--- config.mk ---
export PLATFORM = sky130hd
export DESIGN_NAME = twoscomplement2signed
export DESIGN_NICKNAME = d
export VERILOG_FILES = /design/src/rtl/t2sm_pkg.sv /design/src/rtl/t2sm_blkstat.sv /design/src/rtl/twoscomplement2signed.sv
export SDC_FILE = /design/constraint.sdc
export NUM_CORES = 1
export LEC_CHECK = 0
export ABC_AREA = 1
export BUFFER_PORTS_ARGS = -buffer_cell sky130_fd_sc_hd__buf_4
export CORE_ASPECT_RATIO = 1.4
export CORE_UTILIZATION = 35
export DETAILED_ROUTE_END_ITERATION = 10
export GPL_TIMING_DRIVEN = 0
export PLACE_DENSITY = 0.66
export RECOVER_POWER = 50
export SLEW_MARGIN = 20
export SYNTH_ARGS = -nofsm -noshare
export SYNTH_HDL_FRONTEND = slang
export SYNTH_HIERARCHICAL = 1
export SYNTH_SLANG_ARGS = --single-unit
--- constraint.sdc ---
create_clock -name clk -period 2.1 [get_ports clk]
set_clock_uncertainty 0.05 [all_clocks]
set_input_delay 0.21 -clock clk [delete_from_list [all_inputs] [get_ports clk]]
set_output_delay 0.21 -clock clk [all_outputs]
set_load 0.005 [all_outputs]
--- src/rtl/t2sm_pkg.sv ---
// Shared definitions for the two's-complement to sign-magnitude converter.
// Holds default widths, the bit-plane count helper and a whole-word reference conversion.
// Optional statistics are enabled by defining T2SM_BLKSTAT_EN.
package t2sm_pkg;

  // Default coefficient width as it leaves the lifting DWT.
  localparam int T2SM_W = 9;

  // Widest vector the helper functions accept; callers zero-extend into it.
  localparam int T2SM_MAXW = 64;

  // Result of converting one coefficient.
  typedef struct packed {
    logic                 sign;
    logic [T2SM_MAXW-2:0] mag;
    logic                 sat;
  } t2sm_res_t;

  // Number of magnitude bit-planes: index of the highest set bit plus one,
  // zero when the magnitude is zero.
  function automatic int t2sm_planes(input logic [T2SM_MAXW-1:0] mag);
    int p;
    p = 0;
    for (int i = 0; i < T2SM_MAXW; i++) begin
      if (((mag >> i) & 64'd1) != 64'd0) begin
        p = i + 1;
      end
    end
    return p;
  endfunction

  // Convert a w-bit two's-complement word (zero-extended into data) to
  // {sign, mag, sat}; the most-negative code clips to the largest magnitude.
  function automatic t2sm_res_t t2sm_ref(input logic [T2SM_MAXW-1:0] data,
                                         input int                   w);
    t2sm_res_t            r;
    logic [T2SM_MAXW-1:0] mask;
    logic [T2SM_MAXW-1:0] a;
    logic                 neg;
    r    = '0;
    mask = (64'd1 << w) - 64'd1;
    neg  = (((data >> (w - 1)) & 64'd1) != 64'd0);
    a    = (neg ? (~data + 64'd1) : data) & mask;
    r.sat = (((a >> (w - 1)) & 64'd1) != 64'd0);
    r.sign = neg && (a != 64'd0);
    if (r.sat) begin
      r.mag = T2SM_MAXW'((64'd1 << (w - 1)) - 64'd1);
    end else begin
      r.mag = T2SM_MAXW'(a);
    end
    return r;
  endfunction

endpackage

--- src/rtl/t2sm_blkstat.sv ---
// Per-code-block magnitude statistics: running max and bit-plane count.
// Latency: results land one cycle after the last beat's output handshake.
// Backpressure: none; observes output handshakes only, blk_valid is a bare pulse.
module t2sm_blkstat
  import t2sm_pkg::*;
#(
  parameter int W  = T2SM_W,
  parameter int PW = $clog2(W)
) (
  input  logic          clk,
  input  logic          rst,
  input  logic          beat,
  input  logic [W-2:0]  mag,
  input  logic          last,
  output logic          blk_valid,
  output logic [W-2:0]  blk_maxmag,
  output logic [PW-1:0] blk_planes
);

  logic [W-2:0] acc;
  logic [W-2:0] run_max;

  // Largest magnitude of the block so far, including the beat on the bus now.
  always_comb begin
    run_max = (mag > acc) ? mag : acc;
  end

  // Accumulate on each beat; publish and clear on the block's last beat so the
  // next block's first beat, one cycle later, starts from zero.
  always_ff @(posedge clk) begin
    if (rst) begin
      acc        <= '0;
      blk_valid  <= 1'b0;
      blk_maxmag <= '0;
      blk_planes <= '0;
    end else begin
      blk_valid <= beat && last;
      if (beat) begin
        if (last) begin
          acc        <= '0;
          blk_maxmag <= run_max;
          blk_planes <= PW'(t2sm_planes(T2SM_MAXW'(run_max)));
        end else begin
          acc <= run_max;
        end
      end
    end
  end

endmodule

--- src/rtl/twoscomplement2signed.sv ---
// Two's-complement to sign-magnitude coefficient converter; optional block stats (T2SM_BLKSTAT_EN).
// Latency: 2 cycles from input handshake to output with out_ready high; 1 beat/cycle sustained.
// Backpressure: two-entry valid/ready pipeline; in_ready drops once both stages hold and out_ready is low.
module twoscomplement2signed
  import t2sm_pkg::*;
#(
  parameter int W  = T2SM_W,
  parameter int PW = $clog2(W)
) (
  input  logic          clk,
  input  logic          rst,
  input  logic          in_valid,
  output logic          in_ready,
  input  logic [W-1:0]  in_data,
  input  logic          in_last,
  output logic          out_valid,
  input  logic          out_ready,
  output logic          out_sign,
  output logic [W-2:0]  out_mag,
  output logic          out_sat,
  output logic          out_last,
  output logic          blk_valid,
  output logic [W-2:0]  blk_maxmag,
  output logic [PW-1:0] blk_planes
);

  // Stage 1 keeps the sign and the W-bit absolute value; the raw word is not
  // needed further down because the sign bit fully describes it.
  logic         s1_valid;
  logic         s1_neg;
  logic [W-1:0] s1_abs;
  logic         s1_last;

  logic         s2_load;
  logic [W-1:0] in_abs;
  logic         cv_sign;
  logic         cv_sat;
  logic [W-2:0] cv_mag;

  // Stage 2 can take a new word when empty or when its word leaves this cycle.
  assign s2_load  = !out_valid || out_ready;
  // Stage 1 can load when empty or when its word moves into stage 2.
  assign in_ready = !s1_valid || s2_load;

  // Absolute value at full width so the most-negative code is still visible
  // as abs[W-1] set.
  always_comb begin
    in_abs = in_data[W-1] ? (~in_data + W'(1)) : in_data;
  end

  // Capture sign and absolute value on an input handshake.
  always_ff @(posedge clk) begin
    if (rst) begin
      s1_valid <= 1'b0;
      s1_neg   <= 1'b0;
      s1_abs   <= '0;
      s1_last  <= 1'b0;
    end else if (in_ready) begin
      s1_valid <= in_valid;
      if (in_valid) begin
        s1_neg  <= in_data[W-1];
        s1_abs  <= in_abs;
        s1_last <= in_last;
      end
    end
  end

  // Sign-magnitude form of the stage-1 word; only -2^(W-1) has abs[W-1] set
  // and it clips to the largest representable magnitude.
  always_comb begin
    cv_sign = s1_neg && (s1_abs != '0);
    cv_sat  = s1_abs[W-1];
    cv_mag  = cv_sat ? '1 : s1_abs[W-2:0];
  end

  // Output register; holds its word unchanged while stalled.
  always_ff @(posedge clk) begin
    if (rst) begin
      out_valid <= 1'b0;
      out_sign  <= 1'b0;
      out_mag   <= '0;
      out_sat   <= 1'b0;
      out_last  <= 1'b0;
    end else if (s2_load) begin
      out_valid <= s1_valid;
      if (s1_valid) begin
        out_sign <= cv_sign;
        out_mag  <= cv_mag;
        out_sat  <= cv_sat;
        out_last <= s1_last;
      end
    end
  end

`ifdef T2SM_BLKSTAT_EN
  logic out_fire;

  assign out_fire = out_valid && out_ready;

  t2sm_blkstat #(
    .W  (W),
    .PW (PW)
  ) u_blkstat (
    .clk        (clk),
    .rst        (rst),
    .beat       (out_fire),
    .mag        (out_mag),
    .last       (out_last),
    .blk_valid  (blk_valid),
    .blk_maxmag (blk_maxmag),
    .blk_planes (blk_planes)
  );
`else
  assign blk_valid  = 1'b0;
  assign blk_maxmag = '0;
  assign blk_planes = '0;
`endif

endmodule

==> key figures, run 1 <==
Layout
  • Synth-to-layout area growth: 29.06%
  • Post-layout util: 48.29%
  • Ant diodes: 0
  • Final instance count without filler cells: 240
  • Share of layout cells above drive strength 1: 25.37%
  • Fillcell total: 332
  • Final net count: 217

Clock tree
  • Clock root buffer: clkbuf_8
  • CTS Buf Count: 3
  • CTS max path bufs: 2
  • Post-CTS Setup Bufs: 0
  • Hold-fix buffers, CTS: 0
  • TritonCTS clock tree: done
  • Clock sinks: 24
  • Clk_lat worst skew: 0.26 ns
  • H-tree depth: 1
  • Clk slew on worst S/H paths: 0.09 ns
  • CTS resizes: 0

Logic synthesis
  • Async SR Flop Fraction: 0%
  • Dominant cell type by area after synthesis: dfxtp_1
  • Avg Inst Size Synth: 7.421 µm²
  • YS warnings: 6
  • Most used DFF post-synth: dfxtp_1
  • Most numerous cell in the Yosys netlist: nor2_1
  • Netlist Area Pre-Place: 1180 µm²
  • EDFF count, synth: 0
  • Share of the synthesized area in the top cell type: 40.72%
  • Cells after Synth: 159
  • Post-synthesis cell type count: 23
  • #FFs+latches synth: 24
  • Register area share after synthesis: 40.72%
  • Commonest cells post-synth: 26 x nor2_1, 24 x dfxtp_1, 22 x nand2_1, 15 x inv_1, 15 x o21ai_0
  • Top cells by area, synth: dfxtp_1 41%, buf_4 8.9%, nor2_1 8.3%

Pwr
  • PD cells: 708.4 nW/µm²
  • Clock power share: 36.4%
  • Combinational Power Share: 16.9%
  • Final Power: 1.079 mW
  • Register share of total power: 46.7%
  • Peak supply drop: 344.5 µV
  • P_leak: 0.7632 nW
  • Internal: 831.8 µW
  • Sw Share: 22.88%
  • Switching power total: 246.8 µW

Timing
  • Final Slew Violations: 0
  • Max Clock Freq: 0.7127 GHz
  • Worst setup margin: 0.6968 ns
  • Endpoints failing setup: 0
  • RSZ-0062 raised after global routing: false
  • Setup TNS: 0 ns
  • Period Utilization, post-route: 66.82%
  • Tmin final: 1.403 ns
  • Final Hold Fails: 0

Critical path
  • Stages on worst setup path: 6
  • Cell family with most CP delay: buffers and inverters
  • Worst EP arrival: 1.54 ns
  • Worst path max stage delay: 0.35 ns
  • Startpoint types: flop
  • Crit end category: flop
  • Crit path cell chain: nand2_1 > nand2_1 > inv_1 > clkbuf_1 > o21ai_0 > a21oi_1
  • Reg2Reg Depth: 6
  • CP Class: flop to flop
  • Slowest CP cell: clkbuf_1
  • Crit path buf inv count: 2
  • CP required: 2.24 ns
  • Crit-path most repeated cell: nand2_1
  • Crit-path max FO: 10

Placement
  • Dpl hpwl: 1.794 mm
  • Pre-CTS WS: 0.7551 ns
  • DP Cell Count: 236
  • Gpl congestion: 0.7762
  • PortBufs: 26

Drt
  • Via count: 1062
  • DRT Wirelength: 2.258 mm
  • DR iter-0 viols: 25
  • # DRC: 0
  • Detail-routed net length per standard cell: 9.408 µm
  • First-pass DRT Iterations: 6
  • Via density: 4.425
  • Final ANT Viol Nets: 0

Global route
  • M1 GR Usage: 15.92%
  • Global Route met3 Usage: 1.290%
  • Initial antenna violation count: 0
  • Grt total ovfl: 0
  • Vias in the first global route: 903
  • Met2 GRT Util: 23.83%
  • First-pass GRT wire length: 3.760 mm
  • Largest net degree at the start of global routing: 15
  • Global Route Usage Sum: 13.52%
  • Busiest grt layer: met2

Floorplanning
  • Full die area: 3611 µm²
  • Initial Utilization: 37.42%
  • Top Ports: 40
  • Num rows: 24
  • Area of the core: 3153 µm²
  • Height of the die: 70.70 µm
  • Chip width: 51.07 µm

Status
  • Status: complete, no violations

Hold path
  • Hold depth: 3
  • HP Class: primary input to flop

Flow run
  • Max_cap viols: 0
[metal layers]
metal  vias up  wire [µm]
met2        30       1159
met4         0         28
li1        571          -
met1       459        975
met3         2         94
met5         -          0
[flip-flops by register name (all words and copies together), names as in the netlist]
register / flops
out_last: 1
s1_neg: 1
s1_last: 1
out_sat: 1
s1_abs: 9
s1_valid: 1
out_mag: 8
out_sign: 1
out_valid: 1
[path summary, 6_finish.rpt]
| path | to | startpoint | slack [ns] |
|---|---|---|---|
| worst max-delay path | out_mag[6] | out_valid | 0.70 |
| worst min-delay path | s1_last | in_last | 0.15 |
| worst max register to register | out_mag[6] | out_valid | 0.70 |
| worst min register to register | s1_neg | s1_neg | 0.42 |
[cell usage in the layout (no fill, tap or decap), types with 4 or more instances in the layout]
cell type  netlist  layout
nand2_1         22      24
nand3_1          7       7
clkbuf_4         0      12
buf_4           14      28
o21ai_0         15      15
inv_1           15      16
a21oi_1         14      14
o22ai_1          4       4
dfxtp_1         24      24
conb_1           1      13
nor2_1          26      26
[cells by family (layout without fill, tap and decap cells)]
family / count (synthesis) / count (layout) / synth area share, %
compound gates: 34 / 34 / 15.16
xor+xnor: 2 / 2 / 1.485
fa+ha+maj: 1 / 1 / 1.060
buf+inv: 35 / 65 / 18.03
flops: 24 / 24 / 40.72
other cells: 1 / 13 / 0.3178
simple gates: 62 / 62 / 23.22
[worst reg2reg max path: stages, from the launching register on]
cell and delay, ns:
dfxtp_1 0.34, nand2_1 0.09, nand2_1 0.11, inv_1 0.12
clkbuf_1 0.35, o21ai_0 0.14, a21oi_1 0.13
[cell type report]
| type | count | area, µm² | area share, % |
|---|---|---|---|
| multi-input cells | 112 | 521.8 | 34.26 |
| flip-flops and latches | 24 | 480.5 | 31.55 |
| repair buffers | 26 | 195.2 | 12.82 |
| plain buffers | 18 | 136.4 | 8.956 |
| inverters | 17 | 68.82 | 4.519 |
| well taps | 39 | 48.80 | 3.205 |
| clock buffers | 3 | 41.29 | 2.712 |
| clock inverters | 1 | 30.03 | 1.972 |
[power groups by stage]
stage               logic (mW)  registers, mW  clock network (mW)
floorplan                0.120          0.513                   0
global placement         0.187          0.514                   0
detailed placement       0.188          0.515                   0
CTS                      0.189          0.504               0.397
global route             0.205          0.507               0.423
finish                   0.182          0.503               0.393
[through the flow]
step / hold slack, ns / instance area (µm²)
2_1_floorplan: 0.3080 / 1225
3_3_place_gp: 0.4004 / 1469
3_5_place_dp: 0.4053 / 1469
4_1_cts: 0.1539 / 1540
5_1_grt: 0.1539 / 1523
6_report: 0.1544 / 1523
Power figures use the tool's default switching activity.
==> run 2: changes to the inputs <==
==> constraint.sdc (replaced) <==
create_clock -name clk -period 1.33 [get_ports clk]
set_clock_uncertainty 0.05 [all_clocks]
set_input_delay 0.133 -clock clk [delete_from_list [all_inputs] [get_ports clk]]
set_output_delay 0.133 -clock clk [all_outputs]
set_load 0.005 [all_outputs]
==> key figures, run 2 (synthesis results as in run 1) <==
Floorplanning
  • Top Ports: 40 (unchanged)
  • Height of the die: 70.70 µm (unchanged)
  • Num rows: 24 (unchanged)
  • Full die area: 3611 µm² (unchanged)
  • Area of the core: 3153 µm² (unchanged)
  • Initial Utilization: 37.42% (unchanged)
  • Chip width: 51.07 µm (unchanged)

Clock tree
  • H-tree depth: 1 (unchanged)
  • CTS max path bufs: 2 (unchanged)
  • Clk_lat worst skew: 0.26 ns (about the same)
  • Clock sinks: 24 (unchanged)
  • TritonCTS clock tree: done
  • Clk slew on worst S/H paths: 0.08 ns (about the same)
  • Clock root buffer: clkbuf_8
  • CTS Buf Count: 3 (unchanged)

Placement
  • Gpl congestion: 0.7762 (unchanged)
  • Dpl hpwl: 1.794 mm (unchanged)
  • Pre-CTS WS: 0.06211 ns (-0.6930 ns)
  • DP Cell Count: 236 (unchanged)
  • PortBufs: 26 (unchanged)

Drt
  • Via count: 1054 (-0.75%)
  • Final ANT Viol Nets: 0 (unchanged)
  • # DRC: 0 (unchanged)
  • Via density: 4.392 (-0.75%)
  • Detail-routed net length per standard cell: 9.433 µm (+0.27%)
  • DRT Wirelength: 2.264 mm (+0.27%)
  • DR iter-0 viols: 31 (+24%)
  • First-pass DRT Iterations: 6 (unchanged)

Global route
  • Global Route met3 Usage: 1.290% (unchanged)
  • Global Route Usage Sum: 13.52% (unchanged)
  • Met2 GRT Util: 23.83% (unchanged)
  • Largest net degree at the start of global routing: 15 (unchanged)
  • Grt total ovfl: 0 (unchanged)
  • Busiest grt layer: met2
  • M1 GR Usage: 15.92% (unchanged)
  • First-pass GRT wire length: 3.760 mm (unchanged)
  • Vias in the first global route: 903 (unchanged)
  • Initial antenna violation count: 0 (unchanged)

Timing
  • Tmin final: 1.180 ns (-0.2228 ns)
  • Setup TNS: 0 ns (unchanged)
  • Endpoints failing setup: 0 (unchanged)
  • Final Slew Violations: 0 (unchanged)
  • Max Clock Freq: 0.8472 GHz (+19%)
  • Worst setup margin: 0.1496 ns (-0.5472 ns)
  • RSZ-0062 raised after global routing: false
  • Final Hold Fails: 0 (unchanged)
  • Period Utilization, post-route: 88.75% (+22 points)

Pwr
  • PD cells: 1105 nW/µm² (+56%)
  • Peak supply drop: 543.9 µV (+58%)
  • P_leak: 0.7682 nW (+0.66%)

Layout
  • Ant diodes: 0 (unchanged)
  • Fillcell total: 326 (-1.8%)
  • Synth-to-layout area growth: 30.96%
  • Most common cell after layout, fill and taps aside: buf_4
  • Share of layout cells above drive strength 1: 27.36% (+2.0 points)
  • Most frequent cells in the layout: 28 x buf_4, 26 x nor2_1, 24 x dfxtp_1
  • Final instance count without filler cells: 240 (unchanged)
  • Final net count: 217 (unchanged)
  • Largest register by flop count: s1_abs
  • Top flop regs: s1_abs: 9 flops, out_mag: 8 flops
  • Number of flip-flops in the largest register: 9 (unchanged)

Critical path
  • Crit-path max FO: 10 (unchanged)
  • Worst EP arrival: 1.26 ns (-0.28 ns)
  • CP Class: flop to flop
  • Startpoint types: flop
  • Crit end category: flop
  • CP required: 1.41 ns (-0.83 ns)

Hold path
  • HP Class: primary input to flop

Status
  • Status: complete, no violations

Flow run
  • Max_cap viols: 0 (unchanged)
## run 2: final cells by class
cell class / instances / area [µm²] / area share [%]
Clock inverter: 1 / 30.03 / 1.943
Buffer: 18 / 143.9 / 9.312
Tap cell: 39 / 48.80 / 3.158
Sequential cell: 24 / 480.5 / 31.09
Timing Repair Buffer: 26 / 195.2 / 12.63
Multi-Input combinational cell: 112 / 536.8 / 34.74
Inverter: 17 / 68.82 / 4.453
Clock buffer: 3 / 41.29 / 2.672
## run 2: worst max-delay path, stage by stage (launching register included)
cell     delay [ns]
dfxtp_1        0.38
nand2_1        0.10
nand2_2        0.12
inv_2          0.07
buf_6          0.14
o22ai_1        0.14
nor2_1         0.06
## run 2: worst paths after layout
kind,start,end,slack (ns),cells after the start
worst max-delay path,out_valid,out_mag[0],0.15,6
worst min-delay path,in_last,s1_last,0.08,3
worst max register to register,out_valid,out_mag[0],0.15,6
worst min register to register,s1_neg,s1_neg,0.42,2
## run 2: repair_timing
action,CTS,global route
endpoints found under the hold margin,0,0
hold buffers,0,0
setup endpoints to repair,0,4
gates resized for setup,0,1
buffers inserted,0,0
## run 2: stage by stage
step                util (%)  cell area [µm²]  total power [mW]  hold slack, ns
CTS                    48.85             1540             1.722         0.07690
finish                 49.01             1545             1.708         0.07714
global route           49.01             1545             1.800         0.07454
global placement       46.59             1469             1.107          0.3433
floorplan                  -             1225             1.000          0.2310
detailed placement     46.59             1469             1.110          0.3511
## run 2: metal layers
metal,wire [µm],vias to the layer above
met1,988,456
met3,84,2
met5,0,-
met4,28,0
met2,1162,26
li1,-,570
## run 2: power by group
part           leakage (nW)  internal, mW  switching [mW]
sequential            0.198         0.768          0.0266
combinational         0.534         0.149           0.147
clock                0.0357         0.402           0.216
total                 0.768          1.32           0.389
